### config.mk
export PLATFORM = sky130hd
export DESIGN_NAME = mem_port_arbiter
export DESIGN_NICKNAME = d
export VERILOG_FILES = /design/src/rtl/mem_port_arbiter_pkg.sv /design/src/rtl/mem_port_arbiter_watchdog.sv /design/src/rtl/mem_port_arbiter.sv
export SDC_FILE = /design/constraint.sdc
export NUM_CORES = 1
export LEC_CHECK = 0
export CAP_MARGIN = 0
export CORE_AREA = 5 5 134 136
export CTS_CLUSTER_SIZE = 12
export DETAILED_ROUTE_END_ITERATION = 10
export DIE_AREA = 0 0 139 141
export DONT_BUFFER_PORTS = 1
export SLEW_MARGIN = 20
export SYNTH_ARGS = -nofsm -noshare
export SYNTH_HDL_FRONTEND = slang
export SYNTH_SLANG_ARGS = --single-unit
export TNS_END_PERCENT = 1
### constraint.sdc
create_clock -name clk -period 2.4 [get_ports clk]
set_input_delay 0.24 -clock clk [delete_from_list [all_inputs] [get_ports clk]]
set_output_delay 0.24 -clock clk [all_outputs]
set_load 0.1 [all_outputs]
### src/rtl/mem_port_arbiter_pkg.sv
// Purpose : shared types and constants for the memory port arbiter.
// Contents: FSM state encoding, read byte-enable pattern, and the width
//           helper used to size the response watchdog counter.
package mem_arb_pkg;

  typedef enum logic [2:0] {
    IDLE,
    D_REQ,
    D_RESP,
    I_REQ,
    I_RESP,
    DONE
  } arb_state_e;

  // Byte enables are active-low, so a read enables no byte lanes.
  localparam logic [3:0] WEB_READ = 4'hF;

  // Bits needed to hold 0..timeout inclusive (the counter saturates at timeout).
  function automatic int cnt_width(input int timeout);
    int w;
    w = $clog2(timeout + 1);
    return (w < 1) ? 1 : w;
  endfunction

endpackage

### src/rtl/mem_port_arbiter_watchdog.sv
// Purpose : saturating response-wait counter for the arbiter's *_RESP states.
// Latency : expire is combinational from the count register.
// Ports   : clk, rst (async active-low), clr (load zero, wins over en),
//           en (count one waiting cycle), expire (this is the LIMIT-th wait cycle).
module bus_watchdog
  import mem_arb_pkg::*;
#(
  parameter int LIMIT = 255
) (
  input  logic clk,
  input  logic rst,
  input  logic clr,
  input  logic en,
  output logic expire
);

  localparam int W = cnt_width(LIMIT);
  localparam logic [W-1:0] SAT  = W'(LIMIT);
  localparam logic [W-1:0] LAST = (LIMIT > 0) ? W'(LIMIT - 1) : '0;

  logic [W-1:0] count;

  // count = number of completed waiting cycles since the clear; it stops at
  // SAT so a long stall can never wrap it back into the "still waiting" range.
  always_ff @(posedge clk or negedge rst) begin
    if (!rst) begin
      count <= '0;
    end else if (clr) begin
      count <= '0;
    end else if (en && (count != SAT)) begin
      count <= count + 1'b1;
    end
  end

  // The cycle whose count is LIMIT-1 is the LIMIT-th cycle spent waiting;
  // a response arriving in that same cycle still beats the timeout upstream.
  assign expire = (count >= LAST);

endmodule

### src/rtl/mem_port_arbiter.sv
// Purpose : shares one single-beat memory port between CPU fetch (im_*) and
//           data (dm_*) ports; DM is served before IM once per pipeline step.
// Latency : fetch-only step 4 cycles min, data+fetch 6 cycles min; bus_stall
//           is low only in the single DONE cycle that ends each step.
// Backpressure: mem_req is held with stable address/data until mem_ready;
//           a missing mem_rvalid is aborted after TIMEOUT cycles (bus_err).
// Ports   : clk, rst (async active-low); CPU side im_read_mem/im_addr,
//           dm_read_mem/dm_write_mem/dm_addr/dm_web/dm_datain in,
//           im_dataout/dm_dataout/bus_stall/bus_err out; memory side
//           mem_req/mem_we/mem_web/mem_addr/mem_wdata out,
//           mem_ready/mem_rvalid/mem_rdata in.
module mem_port_arbiter
  import mem_arb_pkg::*;
#(
  parameter int ADDR_W  = 32,
  parameter int DATA_W  = 32,
  parameter int TIMEOUT = 255
) (
  input  logic              clk,
  input  logic              rst,
  input  logic              im_read_mem,
  input  logic [ADDR_W-1:0] im_addr,
  input  logic              dm_read_mem,
  input  logic              dm_write_mem,
  input  logic [ADDR_W-1:0] dm_addr,
  input  logic [3:0]        dm_web,
  input  logic [DATA_W-1:0] dm_datain,
  output logic [DATA_W-1:0] im_dataout,
  output logic [DATA_W-1:0] dm_dataout,
  output logic              bus_stall,
  output logic              bus_err,
  output logic              mem_req,
  output logic              mem_we,
  output logic [3:0]        mem_web,
  output logic [ADDR_W-1:0] mem_addr,
  output logic [DATA_W-1:0] mem_wdata,
  input  logic              mem_ready,
  input  logic              mem_rvalid,
  input  logic [DATA_W-1:0] mem_rdata
);

  arb_state_e state, state_nxt;

  // Per-step snapshot of the CPU request; only these drive the memory side.
  logic              snap_im_rd;
  logic [ADDR_W-1:0] snap_im_addr;
  logic              snap_dm_rd;
  logic              snap_dm_wr;
  logic [ADDR_W-1:0] snap_dm_addr;
  logic [3:0]        snap_dm_web;
  logic [DATA_W-1:0] snap_dm_wdata;

  logic in_resp;
  logic dm_phase;
  logic dm_is_load;
  logic expire;
  logic resp_done;
  logic rsp_timeout;

  assign in_resp    = (state == D_RESP) || (state == I_RESP);
  assign dm_phase   = (state == D_REQ) || (state == D_RESP);
  // When both load and store are flagged the store wins, so no load result.
  assign dm_is_load = snap_dm_rd && !snap_dm_wr;
  assign resp_done  = in_resp && (mem_rvalid || expire);
  // A response coinciding with expiry counts as a normal completion.
  assign rsp_timeout = in_resp && expire && !mem_rvalid;

  // ---------------------------------------------------------------- FSM
  always_comb begin
    state_nxt = state;
    case (state)
      IDLE: begin
        if (dm_read_mem || dm_write_mem) begin
          state_nxt = D_REQ;
        end else if (im_read_mem) begin
          state_nxt = I_REQ;
        end else begin
          state_nxt = DONE;
        end
      end
      D_REQ: begin
        if (mem_ready) begin
          state_nxt = D_RESP;
        end
      end
      D_RESP: begin
        if (resp_done) begin
          state_nxt = snap_im_rd ? I_REQ : DONE;
        end
      end
      I_REQ: begin
        if (mem_ready) begin
          state_nxt = I_RESP;
        end
      end
      I_RESP: begin
        if (resp_done) begin
          state_nxt = DONE;
        end
      end
      DONE: begin
        state_nxt = IDLE;
      end
      default: begin
        state_nxt = IDLE;
      end
    endcase
  end

  always_ff @(posedge clk or negedge rst) begin
    if (!rst) begin
      state <= IDLE;
    end else begin
      state <= state_nxt;
    end
  end

  // ----------------------------------------------------------- snapshot
  always_ff @(posedge clk or negedge rst) begin
    if (!rst) begin
      snap_im_rd    <= 1'b0;
      snap_im_addr  <= '0;
      snap_dm_rd    <= 1'b0;
      snap_dm_wr    <= 1'b0;
      snap_dm_addr  <= '0;
      snap_dm_web   <= WEB_READ;
      snap_dm_wdata <= '0;
    end else if (state == IDLE) begin
      snap_im_rd    <= im_read_mem;
      snap_im_addr  <= im_addr;
      snap_dm_rd    <= dm_read_mem;
      snap_dm_wr    <= dm_write_mem;
      snap_dm_addr  <= dm_addr;
      snap_dm_web   <= dm_web;
      snap_dm_wdata <= dm_datain;
    end
  end

  // ------------------------------------------------------ result latches
  always_ff @(posedge clk or negedge rst) begin
    if (!rst) begin
      im_dataout <= '0;
      dm_dataout <= '0;
      bus_err    <= 1'b0;
    end else begin
      if ((state == D_RESP) && dm_is_load) begin
        if (mem_rvalid) begin
          dm_dataout <= mem_rdata;
        end else if (expire) begin
          dm_dataout <= '0;
        end
      end
      if (state == I_RESP) begin
        if (mem_rvalid) begin
          im_dataout <= mem_rdata;
        end else if (expire) begin
          im_dataout <= '0;
        end
      end
      if (rsp_timeout) begin
        bus_err <= 1'b1;
      end
    end
  end

  // ------------------------------------------------------- memory side
  // Decoded from state and snapshot registers, so values stay put for the
  // whole request phase regardless of what the CPU does meanwhile.
  assign mem_req   = (state == D_REQ) || (state == I_REQ);
  assign mem_we    = dm_phase && snap_dm_wr;
  assign mem_web   = mem_we ? snap_dm_web : WEB_READ;
  assign mem_addr  = dm_phase ? snap_dm_addr : snap_im_addr;
  assign mem_wdata = snap_dm_wdata;

  assign bus_stall = (state != DONE);

  // Counter restarts on the accept edge, i.e. on entry to the *_RESP state.
  bus_watchdog #(
    .LIMIT (TIMEOUT)
  ) u_watchdog (
    .clk    (clk),
    .rst    (rst),
    .clr    (mem_req && mem_ready),
    .en     (in_resp && !mem_rvalid),
    .expire (expire)
  );

endmodule

==> impl_results.md <==
* Final Wtd Congestion at 0.798
* Cts hold-fix bufs at 137
* Largest net degree at the start of global routing at 180
* DRT iter0 DRCs at 390
* Setup CP Type: flip-flop to primary output
* Reg2Reg Capture Point: dm_dataout[5]
* Detailed Routing Iterations Pass 1 at 4
* Startpoint types: flip-flop
* Syn_nets at 632
* Hold WS at -492 ps
* Post-synth top flop: dfrtp_1
* Number of routed nets with antenna violations at 0
* Status: complete, but fails checks
* # clock sinks at 179
* Syn avg cell area at 14.9 sq um
* Register Area at 4490 sq um
* Commonest non-fill, non-tap cell in the layout: dfrtp_1
* Period utilisation layout at 94.8%
* Rows at 48
* Core area at 16800 sq um
* Root Buffer: clkbuf_16
* HPWL Detailed at 12800 um
* Leading area contributor after synthesis: dfrtp_1
* Commonest non-fill, non-tap cells in the layout: dfrtp_1 (174), dlygate4sd3_1 (137), mux2_2 (131), buf_4 (77), a22o_1 (63)
* Worst Tran Pin Value at 938 ps
* EDFF count, synth at 0
* Synthesized area at 7300 sq um
* Chip Height at 141 um
* Clock-pin slew on the worst setup and hold paths at 70 ps
* Die footprint at 19600 sq um
* Peak Freq at 439 MHz
* FF-to-FF setup slack at 520 ps
* Fin. Hold Viols at 179
* Worst r2r src: state[2]
* Max Cap Violations at 0
* GR Util All Layers at 20.5%
* YS warnings at 0
* Die X at 139 um
* Relative slew slack at 37.5%
* Port bufs at 0
* Top Ports at 275
* CTS tree: yes
* Ys async rst share at 100%
* Fin crit period at 2280 ps
* Total grt overflow at 0
* DRT Wirelength at 20000 um
* Crit. End Element: primary output
* Synth area leaders: dfrtp_1 (60%), mux2_2 (20%), a22o_1 (7.6%), dfstp_2 (1.4%), buf_2 (1.4%)
* Initial Util at 43.4%
* Worst EP arrival at 2040 ps
* Vias at 5200
* Core Util, Final at 64.4%
* Flops & latches, synth at 179
* CTS H-Tree Depth at 4
* Final slew viol count at 0
* DRC at 0
* Vias per cell at 5.35
* Drt wl/cell at 20.6 um
* Total CTS buffers at 17
* Share of layout cells above drive strength 1 at 40.0%
* Clock buffer depth at 2
* Combined area of the multi-input logic cells at 2600 sq um
* Yosys top cell area share at 60.0%
* Setup TNS Final at 0 ps
* # setup viols final at 0
* Post-synth cell types at 46
* Initial antenna violation count at 0
* Final nets at 875
* CP Max Fanout at 13
* Reg2reg path depth at 5
* Failing checks: negative hold slack
* Diodes inserted at 0
* HP Class: input pin to async pin
* First-pass GRT wire length at 32000 um
* RSZ-0062 raised after global routing: false
* Number of global-route vias before repair at 5765
* Latest clock arrival within the worst-skew pair at 420 ps
* Fillers at 1215
* Post-Synthesis Cells at 491
* Critical Path RT at 2160 ps
* Syn-to-layout area delta at 48.3%
* Register area share after synthesis at 61.4%
* Setup Skew at 8.34 ps
logic make-up after synthesis:
| kind of cell | count (synthesis) | synth area share [%] |
|---|---|---|
| multiplexers | 137 | 21.1 |
| adder cells (fa/ha/maj) | 2 | 0.343 |
| AO/OA/AOI/OAI | 85 | 9.80 |
| XOR/XNOR | 3 | 0.360 |
| flip-flops | 179 | 61.4 |
| buffers and inverters | 37 | 2.96 |
| AND/OR/NAND/NOR | 48 | 4.01 |
timing repair:
item | in CTS | in global routing
endpoints found under the hold margin | 347 | 179
gates resized for setup | 1 | 0
buffers inserted | 1 | 2
cloned | 0 | 1
pin swaps | 1 | 1
endpoints found under the setup margin | 26 | 1
routing by layer:
metal	share of wire, %	GRT usage [%]	vias to the layer above
li1	-	-	2281
met1	38	23.6	2640
met2	52	35.6	250
met3	8.0	7.36	29
met4	1.9	6.59	0
met5	0	0	-
worst max-delay path: stages, from the launching register on:
cell       delay (ps)
dfrtp_2           440
xnor2_1           170
nor2_4            230
clkbuf_16         230
mux2_2            370
buf_12            170
final cells by class:
class | count | share of cell area [%]
flip-flops and latches | 179 | 41.4
inverters | 6 | 0.208
clock buffers | 20 | 4.22
multi-input cells | 275 | 24.0
well taps | 225 | 2.60
clock inverters | 12 | 1.85
repair buffers | 255 | 25.6
Yosys cell counts, types with 2 or more instances:
library cell,number
a21oi_1,6
a22o_1,63
and2_1,4
buf_2,20
buf_4,6
buf_6,4
dfrtp_1,175
dfstp_2,4
ha_1,2
inv_1,6
mux2_1,4
mux2_2,131
mux2i_1,2
nand2_1,12
nand3_2,2
nor2_1,9
nor3_1,3
o211ai_1,2
o21ai_0,4
or2_0,2
or2_2,4
xnor2_1,2
per-stage QoR:
step	std cells	setup WS (ps)	hold slack (ps)	area, sq um
2_1_floorplan	491	322	-55.6	7300
3_3_place_gp	799	412	-51.0	8750
3_5_place_dp	799	391	-50.3	8750
4_1_cts	969	62.2	-510	10800
5_1_grt	972	40.2	-521	10800
6_report	972	124	-492	10800
worst max path at each step:
stage | slack [ps] | start | depth (start not counted) | to
floorplan | 320 | state[0] | 5 | u_watchdog.count[6]
global placement | 410 | state[1] | 5 | mem_addr[2]
detailed placement | 390 | state[1] | 5 | mem_addr[2]
CTS | 60 | state[1] | 5 | mem_addr[2]
global route | 40 | state[1] | 5 | mem_addr[26]
finish | 120 | state[1] | 5 | mem_addr[12]
registers in the layout, indices dropped and copies added, names as in the netlist:
signal	count
dm_dataout	32
im_dataout	32
mem_wdata	32
snap_dm_addr	32
snap_im_addr	32
u_watchdog.count	8
snap_dm_web	4
state	3
bus_err	1
snap_dm_rd	1
snap_dm_wr	1
snap_im_rd	1
Power is not shown: default switching activity piles up to over one toggle a cycle in this logic, so the estimate is an artifact.
==> RTL edit, RTL diff (same flow settings) <==
Encoding of `arb_state_e`: now one-hot (6 bits for 6 states).
--- a/src/rtl/mem_port_arbiter_pkg.sv
+++ b/src/rtl/mem_port_arbiter_pkg.sv
@@ -3,13 +3,13 @@
 //           helper used to size the response watchdog counter.
 package mem_arb_pkg;
 
-  typedef enum logic [2:0] {
-    IDLE,
-    D_REQ,
-    D_RESP,
-    I_REQ,
-    I_RESP,
-    DONE
+  typedef enum logic [5:0] {
+    IDLE   = 6'b000001,
+    D_REQ  = 6'b000010,
+    D_RESP = 6'b000100,
+    I_REQ  = 6'b001000,
+    I_RESP = 6'b010000,
+    DONE   = 6'b100000
   } arb_state_e;
 
   // Byte enables are active-low, so a read enables no byte lanes.
Formal check against the unedited RTL: same outputs for any inputs over 4 cycles, from zero or initial values and one cycle with rst low; so few cycles prove little.
==> RTL edit against the unedited design <==
- the run still ends with hold timing left
- wire length rose by 1.4%
- sequential cell count grew 3
- setup slack lost 0.11 ns
- via count up 5.8%
- design area fell by 1.6%
- area after synthesis is 2.4% higher
- utilization decreased by 1.0 points
- sequential share of layout area rose by 1.4 points
Power is not shown: default switching activity piles up to over one toggle a cycle in this logic, so the estimate is an artifact.
==> RTL edit: results (changes against the unedited design) <==
outcome:
  status: "finished with violations"
  violations: "hold timing"
yosys:
  synth_cell_types: 41  # -11%
  synthTopCellsByArea: "dfrtp_1 59%, mux2_2 16%, a32o_1 8.6%"
  synth_compound_area_share_pct: 10.6  # +0.83 points
  yosys-top-cells-count: "177 x dfrtp_1, 104 x mux2_2, 104 x nand2_1, 64 x a32o_1, 31 x clkbuf_1"
  synthMuxAreaShare_pct: 16.1  # -5.0 points
  syn_nets: 715  # +13%
  syn_area_per_cell_um2: 13.0  # -12%
  yosysSeqAreaShare_pct: 61.0  # -0.41 points
  synth_xor_area_share_pct: 0.352  # -0.0084 points
sta:
  finClkSkew_ns: 0.00899  # +0.000654 ns
  hold_viol_final: 182  # +1.7%
  slew_headroom_pct: 36.6  # -0.89 points
  whs_ns: -0.483  # +0.00930 ns
worst_setup_path:
  slowest_delay_ns: 0.41  # -0.03 ns
  cp_slowest_cell: "or3_4"
  reg2reg_to: "dm_dataout[24]$_DFFE_PN0P_"
  arrival_ns: 2.14  # +0.10 ns
  crit_path_end: "mem_addr[8]"
  r2r_start: "state[4]$_DFFE_PN0P_"
  regToRegSetupSlack_ns: 0.17  # -0.35 ns
finish:
  drive_gt1_share_pct: 31.6  # -8.4 points
global_route:
  grt_pass1_wl_mm: 32.5  # +1.7%
  grtUsageTotal_pct: 20.5  # about the same
  antenna_found_initial: 2  # +2
  grt_pass1_vias: 6022  # +4.5%
  grt_max_degree: 183  # +1.7%
route:
  vias_per_cell: 5.62  # +5.0%
  routed_wl_mm: 20.3  # +1.4%
place:
  pre_cts_ws_ns: 0.292  # -0.0992 ns
  hpwl_mm: 12.6  # -1.5%
  place_inst: 805  # +0.75%
==> RTL edit: what timing repair did <==
action	in CTS	in global routing
endpoints found under the setup margin	36	35
gates cloned	1	0
endpoints found under the hold margin	352	182
pin swaps	2	2
gates resized for setup	14	27
setup buffers	2	0
==> RTL edit: area by class of cell <==
class | instances | area [µm²]
fillers | 1222 | 6160
flip-flops and latches | 182 | 4560
multi-input cells | 344 | 2830
repair buffers | 187 | 2280
clock buffers | 19 | 443
well taps | 225 | 282
clock inverters | 13 | 218
inverters | 7 | 26.3
diodes | 2 | 5.00
==> RTL edit: metal layers <==
metal	part of all wire, %	up-vias	track usage [%]
li1	-	2424	-
met1	38	2773	24.4
met3	8.7	48	8.01
met2	51	254	33.4
met4	2.6	0	8.29
met5	0	-	0
==> RTL edit: critical path: cells and delay by family, from the launching register on <==
family	cells	cell delay, ns
flip-flops	1	0.38
AND/OR/NAND/NOR	4	0.99
buffers and inverters	2	0.35
